$ cat src/rtl/fault_rec_pkg.sv
// Shared types for the fault event recorder: record layout, source ids, FSM states
// and the fixed fault-vector range boundaries.
package fault_rec_pkg;

   localparam int TS_W = 32;

   // First global bit index of each source block in the concatenated fault vector.
   localparam logic [6:0] DEC_LO  = 7'd0;
   localparam logic [6:0] CTRL_LO = 7'd72;
   localparam logic [6:0] RF_LO   = 7'd116;
   localparam logic [6:0] ALU_LO  = 7'd119;
   localparam logic [6:0] MULT_LO = 7'd122;

   typedef enum logic [2:0] {
      SRC_DEC  = 3'd0,
      SRC_CTRL = 3'd1,
      SRC_RF   = 3'd2,
      SRC_ALU  = 3'd3,
      SRC_MULT = 3'd4
   } fault_src_e;

   typedef enum logic [1:0] {
      ST_IDLE   = 2'd0,
      ST_ARMED  = 2'd1,
      ST_FROZEN = 2'd2
   } rec_state_e;

   typedef struct packed {
      logic [6:0]      bit_idx;
      fault_src_e      src;
      logic [TS_W-1:0] ts;
   } fault_evt_t;

   function automatic fault_src_e bit_to_src(input logic [6:0] b);
      fault_src_e s;
      if (b >= MULT_LO)      s = SRC_MULT;
      else if (b >= ALU_LO)  s = SRC_ALU;
      else if (b >= RF_LO)   s = SRC_RF;
      else if (b >= CTRL_LO) s = SRC_CTRL;
      else                   s = SRC_DEC;
      return s;
   endfunction

endpackage

$ cat src/rtl/fault_event_recorder_if.sv
// Event drain port of the fault event recorder: the record at the FIFO head
// plus its valid/ready handshake.
interface fault_event_recorder_if;
   // Valid/ready: a record transfers on each rising clock edge where
   // evt_valid_o && evt_ready_i. While evt_valid_o is high and evt_ready_i is
   // low, the producer keeps evt_valid_o high and all record fields unchanged;
   // evt_valid_o never depends on evt_ready_i.
   logic                          evt_valid_o;
   logic                          evt_ready_i;
   logic [6:0]                    evt_bit_o;
   logic [2:0]                    evt_src_o;
   logic [fault_rec_pkg::TS_W-1:0] evt_time_o;

   modport master (
      output evt_valid_o, evt_bit_o, evt_src_o, evt_time_o,
      input  evt_ready_i
   );

   modport slave (
      input  evt_valid_o, evt_bit_o, evt_src_o, evt_time_o,
      output evt_ready_i
   );
endinterface

$ cat src/rtl/fault_rec_fifo.sv
// Synchronous FIFO of event records; push and pop may occur in the same cycle,
// including a push into a full FIFO that is being popped.
module fault_rec_fifo
   import fault_rec_pkg::*;
#(
   parameter int DEPTH = 16
) (
   input  logic       clk_i,
   input  logic       rst_i,
   input  logic       push_i,
   input  fault_evt_t din_i,
   input  logic       pop_i,
   output fault_evt_t dout_o,
   output logic       full_o,
   output logic       empty_o
);

   localparam int AW = $clog2(DEPTH);

   fault_evt_t    mem_q [DEPTH];
   fault_evt_t    mem_d [DEPTH];
   logic [AW:0]   wr_q, wr_d;
   logic [AW:0]   rd_q, rd_d;
   logic          do_push;
   logic          do_pop;

   // Pointers carry one extra wrap bit so full and empty are distinguishable.
   assign empty_o = (wr_q == rd_q);
   assign full_o  = (wr_q[AW] != rd_q[AW]) && (wr_q[AW-1:0] == rd_q[AW-1:0]);
   assign dout_o  = mem_q[rd_q[AW-1:0]];

   always_comb begin
      do_pop  = pop_i && !empty_o;
      do_push = push_i && (!full_o || do_pop);
      wr_d    = wr_q;
      rd_d    = rd_q;
      mem_d   = mem_q;
      if (do_push) begin
         mem_d[wr_q[AW-1:0]] = din_i;
         wr_d                = wr_q + 1'b1;
      end
      if (do_pop) begin
         rd_d = rd_q + 1'b1;
      end
   end

   always_ff @(posedge clk_i or posedge rst_i) begin
      if (rst_i) begin
         wr_q <= '0;
         rd_q <= '0;
      end else begin
         wr_q <= wr_d;
         rd_q <= rd_d;
      end
   end

   always_ff @(posedge clk_i) begin
      mem_q <= mem_d;
   end

endmodule

$ cat src/rtl/fault_event_recorder.sv
// Rising-edge fault recorder: detects edges on the fault vector and queues
// timestamped records. Define FAULT_REC_STICKY_EN to record each bit only once.
module fault_event_recorder
   import fault_rec_pkg::*;
#(
   parameter int FAULT_W = 126,
   parameter int DEPTH   = 16
) (
   input  logic                   clk_i,
   input  logic                   rst_i,
   input  logic                   enable_i,
   input  logic                   stop_i,
   input  logic [FAULT_W-1:0]     fault_i,
   fault_event_recorder_if.master evt,
   output logic                   pending_o,
   output logic                   overflow_o,
   output logic [15:0]            drop_cnt_o,
   output logic                   frozen_o,
   output rec_state_e             state_o
);

   rec_state_e         state_q, state_d;
   logic [FAULT_W-1:0] prev_q, prev_d;
   logic [FAULT_W-1:0] pending_q, pending_d;
   logic [TS_W-1:0]    ts_q, ts_d;
   logic [15:0]        drop_q, drop_d;
   logic               overflow_q, overflow_d;

   logic               capture;
   logic [FAULT_W-1:0] new_edges;
   logic [FAULT_W-1:0] push_mask;
   logic [FAULT_W-1:0] drop_bits;
   logic [6:0]         push_idx;
   logic [7:0]         drop_n;
   logic [16:0]        drop_sum;
   logic               push;
   logic               pop;
   logic               fifo_full;
   logic               fifo_empty;
   fault_evt_t         push_rec;
   fault_evt_t         head;

`ifdef FAULT_REC_STICKY_EN
   logic [FAULT_W-1:0] seen_q, seen_d;
`endif

   // ---------------- FSM: state register ----------------
   always_ff @(posedge clk_i or posedge rst_i) begin
      if (rst_i) state_q <= ST_IDLE;
      else       state_q <= state_d;
   end

   // ---------------- FSM: next state ----------------
   always_comb begin
      state_d = state_q;
      case (state_q)
         ST_IDLE:   if (enable_i) state_d = ST_ARMED;
         ST_ARMED: begin
            if (stop_i)         state_d = ST_FROZEN;
            else if (!enable_i) state_d = ST_IDLE;
         end
         ST_FROZEN: state_d = ST_FROZEN;
         default:   state_d = ST_IDLE;
      endcase
   end

   // ---------------- FSM: outputs ----------------
   always_comb begin
      capture  = (state_q == ST_ARMED);
      frozen_o = (state_q == ST_FROZEN);
      state_o  = state_q;
   end

   // ---------------- edge detection, push selection, drop counting ----------------
   always_comb begin
      push_idx = '0;
      for (int i = FAULT_W - 1; i >= 0; i--) begin
         if (pending_q[i]) push_idx = 7'(i);
      end
      pop       = !fifo_empty && evt.evt_ready_i;
      push      = (|pending_q) && (!fifo_full || pop);
      push_mask = '0;
      if (push) push_mask[push_idx] = 1'b1;

      new_edges = capture ? (fault_i & ~prev_q) : '0;
`ifdef FAULT_REC_STICKY_EN
      new_edges = new_edges & ~seen_q & ~push_mask;
      seen_d    = seen_q | push_mask;
`endif

      // A bit re-edging while it is being pushed stays pending and is not a loss.
      pending_d = (pending_q & ~push_mask) | new_edges;
      drop_bits = new_edges & pending_q & ~push_mask;
      drop_n    = '0;
      for (int i = 0; i < FAULT_W; i++) begin
         drop_n = drop_n + {7'd0, drop_bits[i]};
      end
      drop_sum   = {1'b0, drop_q} + {9'd0, drop_n};
      drop_d     = drop_sum[16] ? 16'hFFFF : drop_sum[15:0];
      overflow_d = overflow_q || (drop_d != 16'd0);

      prev_d = fault_i;
      ts_d   = capture ? ts_q + 1'b1 : ts_q;

      push_rec.bit_idx = push_idx;
      push_rec.src     = bit_to_src(push_idx);
      push_rec.ts      = ts_q;
   end

   always_ff @(posedge clk_i or posedge rst_i) begin
      if (rst_i) begin
         prev_q     <= '0;
         pending_q  <= '0;
         ts_q       <= '0;
         drop_q     <= '0;
         overflow_q <= 1'b0;
      end else begin
         prev_q     <= prev_d;
         pending_q  <= pending_d;
         ts_q       <= ts_d;
         drop_q     <= drop_d;
         overflow_q <= overflow_d;
      end
   end

`ifdef FAULT_REC_STICKY_EN
   always_ff @(posedge clk_i or posedge rst_i) begin
      if (rst_i) seen_q <= '0;
      else       seen_q <= seen_d;
   end
`endif

   fault_rec_fifo #(.DEPTH(DEPTH)) u_fifo (
      .clk_i   (clk_i),
      .rst_i   (rst_i),
      .push_i  (push),
      .din_i   (push_rec),
      .pop_i   (pop),
      .dout_o  (head),
      .full_o  (fifo_full),
      .empty_o (fifo_empty)
   );

   // Head fields are forced to zero while empty so reset clears every output.
   assign evt.evt_valid_o = !fifo_empty;
   assign evt.evt_bit_o   = fifo_empty ? 7'd0 : head.bit_idx;
   assign evt.evt_src_o   = fifo_empty ? 3'd0 : head.src;
   assign evt.evt_time_o  = fifo_empty ? '0 : head.ts;

   assign pending_o  = |pending_q;
   assign overflow_o = overflow_q;
   assign drop_cnt_o = drop_q;

endmodule

$ cat src/flat_wrapper.sv
// flat-port wrapper written by rule: the top's interface ports become plain ports
module fault_event_recorder_flat import fault_rec_pkg::*;
#(
   parameter int FAULT_W = 126,
   parameter int DEPTH   = 16
)
  (clk_i, rst_i, enable_i, stop_i, fault_i, pending_o, overflow_o, drop_cnt_o, frozen_o, state_o, evt_evt_valid_o, evt_evt_bit_o, evt_evt_src_o, evt_evt_time_o, evt_evt_ready_i);
  fault_event_recorder_if evt_i ();
  input  logic clk_i;
  input  logic rst_i;
  input  logic enable_i;
  input  logic stop_i;
  input  logic [FAULT_W-1:0] fault_i;
  output logic pending_o;
  output logic overflow_o;
  output logic [15:0] drop_cnt_o;
  output logic frozen_o;
  output rec_state_e state_o;
  output wire logic [$bits(evt_i.evt_valid_o)-1:0] evt_evt_valid_o;
  output wire logic [$bits(evt_i.evt_bit_o)-1:0] evt_evt_bit_o;
  output wire logic [$bits(evt_i.evt_src_o)-1:0] evt_evt_src_o;
  output wire logic [$bits(evt_i.evt_time_o)-1:0] evt_evt_time_o;
  input wire logic [$bits(evt_i.evt_ready_i)-1:0] evt_evt_ready_i;
  assign evt_evt_valid_o = evt_i.evt_valid_o;
  assign evt_evt_bit_o = evt_i.evt_bit_o;
  assign evt_evt_src_o = evt_i.evt_src_o;
  assign evt_evt_time_o = evt_i.evt_time_o;
  assign evt_i.evt_ready_i = evt_evt_ready_i;
  fault_event_recorder #(.FAULT_W(FAULT_W), .DEPTH(DEPTH)) u_core (.clk_i(clk_i), .rst_i(rst_i), .enable_i(enable_i), .stop_i(stop_i), .fault_i(fault_i), .evt(evt_i), .pending_o(pending_o), .overflow_o(overflow_o), .drop_cnt_o(drop_cnt_o), .frozen_o(frozen_o), .state_o(state_o));
endmodule
$ cat config.mk
export PLATFORM = sky130hd
export DESIGN_NAME = fault_event_recorder_flat
export DESIGN_NICKNAME = d
export VERILOG_FILES = /design/src/rtl/fault_rec_pkg.sv /design/src/rtl/fault_event_recorder_if.sv /design/src/rtl/fault_rec_fifo.sv /design/src/rtl/fault_event_recorder.sv /design/src/flat_wrapper.sv
export SDC_FILE = /design/constraint.sdc
export NUM_CORES = 2
export LEC_CHECK = 0
export ABC_CLOCK_PERIOD_IN_PS = 12800
export CORE_ASPECT_RATIO = 0.7
export CORE_MARGIN = 2
export CORE_UTILIZATION = 40
export DETAILED_ROUTE_END_ITERATION = 10
export HOLD_SLACK_MARGIN = 0.08
export PLACE_DENSITY_LB_ADDON = 0.08
export SLEW_MARGIN = 40
export SYNTH_ARGS = -nofsm -noshare
export SYNTH_HDL_FRONTEND = slang
export SYNTH_HIERARCHICAL = 1
export SYNTH_SLANG_ARGS = --single-unit
$ cat constraint.sdc
create_clock -name clk_i -period 12.8 [get_ports clk_i]
set_clock_uncertainty 0.1 [all_clocks]
set_input_delay 1.28 -clock clk_i [delete_from_list [all_inputs] [get_ports clk_i]]
set_output_delay 1.28 -clock clk_i [all_outputs]
set_load 0.005 [all_outputs]
# == Yosys cells after proc, flatten, opt, wreduce, memory -nomap -nowiden ==
# Index checks and enable logic that the tools add are counted.
# word_totals
regBits,985
input_bits,131
out_inout_bits,64
elab_cells,374
# op_classes
n_addsub,129
order_cmp,9
n_eq_ne,7
n_mux,148
n_bitwise,9
reduce_logical,16
# ops
op,n
$add A8 B1 Y8,124
$mux W7,127
$bwmux W672,1
$and A126 B126 Y126,4
$mux W126,2
$not A126 Y126,2
$bmux W42 S4,1
$demux W42 S4,1
$mux W42,3
$or A126 B126 Y126,1
$reduce_or A126 Y1,1
$add A32 B1 Y32 const B,1
$mux W32,1
$ge A7 B7 Y1 const B,4
$add A16 B8 Y17,1
$mux W16,1
$reduce_bool A16 Y1,1
$mux W3,4
$add A5 B1 Y5 const B,2
$ge A5 B5 Y1 const B,2
$not A4 Y5,2
$lt A7 B8 Y1 const B,1
$demux W1 S7,1
$ge A7 B1 Y1 const B,1
17 further kinds,29

# == Logic depth before layout (Yosys ltp) ==
# logic_depth
depth_word,262
ltp_mapped,40
ltp_nobuf,37

# == By module ==
# Netlist, hierarchy kept.
# modules_own_cells
mod,n_inst,cells_per_inst,area_per_inst_um2,seq_area_each_um2
fault_rec_fifo,1,1098,25801.0,20429.6
fault_event_recorder,1,1803,18277.5,7582.3

# == Least setup slack after synthesis ==
# OpenSTA, ideal clock, no wires.
# synth_timing
path_type,register to register
start,register u_core.pending_q[53]
end,"register u_core.overflow_q, in the netlist u_core/overflow_o"
setup_time_ps,139
t_arrival_ps,11189
t_required_ps,12561
setup_slack_ps,1372
stages_incl_launch_ff,38
path_buffers,2
synth_period_minus_slack_ps,11428
cell_sequence,dfrtp_1 -> clkbuf_1 -> nor4_1 -> a211oi_1 -> a221oi_1 -> o311ai_4 -> a21oi_1 -> nor2b_1 -> nand2_1 -> buf_2 -> o21ai_0 -> or2_1 -> fa_1 -> fa_1 -> inv_1 -> fa_1 -> fa_1 -> inv_1 -> [... 2 more ...] -> inv_1 -> fa_1 -> inv_1 -> fa_1 -> fa_1 -> inv_1 -> fa_1 -> fa_1 -> fa_1 -> a211oi_1 -> o21ai_0 -> a2111oi_0 -> o41ai_1 -> a21o_1 -> nand2_1 -> nand2_1 -> mux2_2 -> or4_1
# synth_via
elab_chain_len,190
elab_cells_between_ends,194
cone_classes,add/sub (126); order compare (2); mux (58); bitwise (3); reduce/logical (5)
# synth_rtl
element,line,rtl
start: declaration,fault_event_recorder.sv:24,"logic [FAULT_W-1:0] pending_q, pending_d;"
start signal: assignment,fault_event_recorder.sv:119,pending_q <= pending_d;
$mux W7 * (54 in series),fault_event_recorder.sv:78,if (pending_q[i]) push_idx = 7'(i);
via u_core.push_idx[3],fault_event_recorder.sv:33,logic [6:0] push_idx;
$lt A7 B8 Y1 (not written as such) or $ge A7 B1 Y1 (tied branches),fault_event_recorder.sv:83,if (push) push_mask[push_idx] = 1'b1;
$logic_and A1 B1 Y1 (not written as such),fault_event_recorder.sv:83,
$mux W1 (not written as such),fault_event_recorder.sv:83,
$demux W1 S7 *,-,
$mux W126 *,fault_event_recorder.sv:83,
$not A126 Y126 *,fault_event_recorder.sv:93,drop_bits = new_edges & pending_q & ~push_mask;
[... 2 more ...],-,
$add A8 B1 Y8 (123 in series),fault_event_recorder.sv:96,"drop_n = drop_n + {7'd0, drop_bits[i]};"
$add A8 B1 Y8 *,fault_event_recorder.sv:96,
$add A16 B8 Y17 *,fault_event_recorder.sv:98,"drop_sum = {1'b0, drop_q} + {9'd0, drop_n};"
$mux W16 *,fault_event_recorder.sv:99,drop_d = drop_sum[16] ? 16'hFFFF : drop_sum[15:0];
via u_core.drop_d[13],fault_event_recorder.sv:26,"logic [15:0] drop_q, drop_d;"
$reduce_bool A16 Y1 *,fault_event_recorder.sv:100,overflow_d = overflow_q || (drop_d != 16'd0);
$logic_or A1 B1 Y1 *,fault_event_recorder.sv:100,
via u_core.overflow_d,fault_event_recorder.sv:27,"logic overflow_q, overflow_d;"
end signal: assignment,fault_event_recorder.sv:122,overflow_q <= overflow_d;
end: declaration,fault_event_recorder.sv:27,
# The timed path passes the listed nets; every way through them passes the cells marked *.
# A chain may end at the register's enable or synchronous reset.

# == Final worst setup path ==
# layout_timing
start,register u_core.pending_q[123]
end,"register u_core.overflow_q, in the netlist u_core/overflow_o"
# layout_via
elab_chain_len,260
elab_cells_between_ends,264
cone_classes,add/sub (126); order compare (2); mux (128); bitwise (3); reduce/logical (5)
# layout_rtl
element,line
$mux W7 (124 in series),fault_event_recorder.sv:78
$lt A7 B8 Y1 (not written as such) or $ge A7 B1 Y1 (tied branches),fault_event_recorder.sv:83
$logic_and A1 B1 Y1 (not written as such),fault_event_recorder.sv:83
$mux W1 (not written as such),fault_event_recorder.sv:83
$demux W1 S7,-
$mux W126,fault_event_recorder.sv:83
$not A126 Y126,fault_event_recorder.sv:93
$and A126 B126 Y126 *,fault_event_recorder.sv:93
$add A1 B1 Y2,fault_event_recorder.sv:96
$add A8 B1 Y8 (123 in series),fault_event_recorder.sv:96
$add A8 B1 Y8 *,fault_event_recorder.sv:96
$add A16 B8 Y17 *,fault_event_recorder.sv:98
$mux W16 *,fault_event_recorder.sv:99
via u_core.drop_d[12],fault_event_recorder.sv:26
$reduce_bool A16 Y1 *,fault_event_recorder.sv:100
$logic_or A1 B1 Y1 *,fault_event_recorder.sv:100
via u_core.overflow_d,fault_event_recorder.sv:27
# Marks and branches as above.

==> impl_metrics.yaml <==
run_status:
  status: "complete, no violations"
worst_setup_path:
  max_stage_delay_ns: 0.63
  cp-start-kind: "flip-flop"
  path_max_fanout: 21
  worstPathRequired_ns: 13.26
  worst_path_max_delay_cell: "fa_1"
  crit_top_cell: "fa_1"
  path_class: "flip-flop to flip-flop"
  endpoint_kind: "flip-flop"
  worstPathArrival_ns: 12.85
route:
  ant_nets: 0
  post_drt_via_cell_ratio: 5.72
  firstDrtPassIters: 5
  wl_mm: 133
  drtIter0Drc: 2535
  via_count: 26975
  drc_errors: 0
  wl_per_cell_microns: 28.3
power:
  ir_worst_vdd_mv: 0.433
  p_per_area_nw_per_um2: 280
  p_leak_nw: 18.4
synthesis:
  netlist_top_cells_area: "edfxtp_1 46%, dfrtp_1 18%, mux4_2 8.6%"
  synth_cells: 2901
  syn_nets: 3200
  ys_warn_count: 6
  ys_types: 70
  yosys.area.top_type_share_pct: 45.8
  synth.most_common_cell: "edfxtp_1"
  ys_seq_elements: 985
  synth_largest_area_cell: "edfxtp_1"
  ys_seq_area_share_pct: 63.5
  synth-async-reset-ratio_pct: 31.8
  syn_avg_cell_area_sq_um: 15.2
  yosys-top-cells-count: "672 x edfxtp_1, 313 x dfrtp_1, 168 x mux4_2"
  synth_edf_count: 672
  syn_area_sq_um: 44100
  synthFlopType: "edfxtp_1"
placement:
  pre_cts_ws_ns: 0.0546
  dp_cells: 4523
  port_buffers: 194
  dp_hpwl_mm: 88.4
  gp_congestion: 0.962
worst_hold_path:
  hold_class: "flip-flop to flip-flop"
global_routing:
  overflow: 0
  grt_pass1_vias: 27433
  grt_pass1_wl_mm: 194
  grt_max_degree: 113
  grt_usage_pct: 23.8
  antenna_found_initial: 4
floorplan:
  die_y_microns: 282
  core_region_area_sq_um: 109000
  fp-row-count: 101
  io_pins: 195
  fp.dieW_microns: 401
  initial_core_util_pct: 40.5
  fp.dieArea_sq_um: 113000
sta:
  slew_violations: 0
  worst_pin_slew_ns: 0.903
  min_period_over_period_pct: 96.8
  hold_viol_final: 0
  max-slew-margin-rel_pct: 39.2
  fin_ws_ns: 0.411
  period_minus_slack_ns: 12.39
  max_freq_ghz: 0.0807
  setup_violations: 0
  setup-tns-final_ns: 0
cells_and_area:
  drive_gt1_share_pct: 15.9
  n_fill_cell: 9384
  syn_to_final_growth_pct: 17.7
  final_cells: 4715
  nets: 3483
clock_tree:
  postCtsSetupRepairBufs: 0
  cts_sinks: 985
  root_buffer: "clkbuf_16"
  path_clk_slew_ns: 0.06
  cts_tree: "yes"
  cts_inserted_buffers: 100
  clockBufferDepth: 3
  htree_num_levels: 3
  clock_latency_ns: 0.73
flow_run:
  maxCapViolations: 0
through the flow:
step                total power [mW]  utilization (%)  hold slack [ns]  cell area, sq um
CTS                             14.6             47.6            0.356             51800
floorplan                       9.06                -            0.333             44100
global route                    15.6             47.7            0.380             51900
global placement                11.5             44.2            0.350             48100
finish                          14.5             47.7            0.354             51900
detailed placement              11.6             44.5            0.348             48400
registers in the layout, indices dropped and copies added (netlist names):
name                 flops
u_core/state_o           2
u_core/ts_q             32
u_core/u_fifo/rd_q       5
u_core/u_fifo/wr_q       5
u_core/pending_q       126
u_core/u_fifo/mem_q    672
u_core/prev_q          126
u_core/drop_cnt_o       16
u_core/overflow_o        1
critical path, delay by kind of cell, from the launching register on:
kind            cells  cell delay [ns]
compound gates     12             2.61
fa+ha+maj          12             6.40
buf+inv             4             0.56
flops               1             0.44
simple gates        5             2.07
layout by cell type, fill, tap and decap left out, drive strengths merged, types with 95 or more instances in the layout:
master	netlist	final
inv	154	157
o21ai	146	146
clkdlybuf4s50	0	194
clkbuf	80	145
nor2	99	99
mux4	168	168
nand2b	100	100
buf	53	120
o211ai	95	95
nand2	146	146
fa	116	116
dfrtp	313	313
edfxtp	672	672
timing repair:
| item | CTS | global route |
|---|---|---|
| gates cloned | 0 | 0 |
| pin swaps | 0 | 1 |
| hold buffers | 0 | 0 |
| gates resized for setup | 2 | 18 |
| endpoints found under the setup margin | 1 | 16 |
worst paths after layout:
check                                      start               endpoint  slack [ns]  depth (start not counted)
min                            u_core/prev_q[39]   u_core/pending_q[39]        0.35                          1
max                        u_core/pending_q[123]      u_core/overflow_o        0.41                         33
min reg2reg                    u_core/prev_q[39]   u_core/pending_q[39]        0.35                          1
max in group asynchronous                  rst_i      u_core/prev_q[91]       10.15                          3
min in group asynchronous                  rst_i  u_core/u_fifo/rd_q[0]        1.14                          2
max reg2reg                u_core/pending_q[123]      u_core/overflow_o        0.41                         33
layer usage:
metal / wire [microns] / vias to the layer above / global-route usage [%] / part of all wire [%]
met3: 11300 / 169 / 6.96 / 8.5
met5: 0 / - / 0 / 0
met1: 64300 / 14210 / 36.6 / 48
li1: - / 11621 / - / -
met4: 2810 / 0 / 5.49 / 2.1
met2: 55100 / 975 / 33.1 / 41
where the power goes:
part | total (mW) | internal, mW | switching (mW)
registers | 4.55 | 4.17 | 0.383
logic | 6.99 | 2.96 | 4.03
clock network | 2.97 | 1.68 | 1.29
logic make-up (layout without fill, tap and decap cells):
logic type,after synthesis,after routing,share of synthesized area (%)
flip-flops,985,985,63.5
AND/OR/NAND/NOR,752,752,9.66
AO/OA/AOI/OAI,485,485,7.52
buffers and inverters,288,659,2.83
multiplexers,171,171,8.66
adder cells (fa/ha/maj),168,168,6.74
XOR/XNOR,52,52,1.03
other,0,1,0
final cells by class:
class	count	area [sq um]	area share (%)
antenna	1	2.50	0.00482
clock buffer	145	2830	5.46
clock inverter	45	533	1.03
inverter	155	596	1.15
multi-input combinational	1628	15000	29.0
sequential	985	28000	54.0
tap	1442	1800	3.48
timing repair buffer	314	3040	5.86
Note: power is estimated with default switching activity, not from simulation.
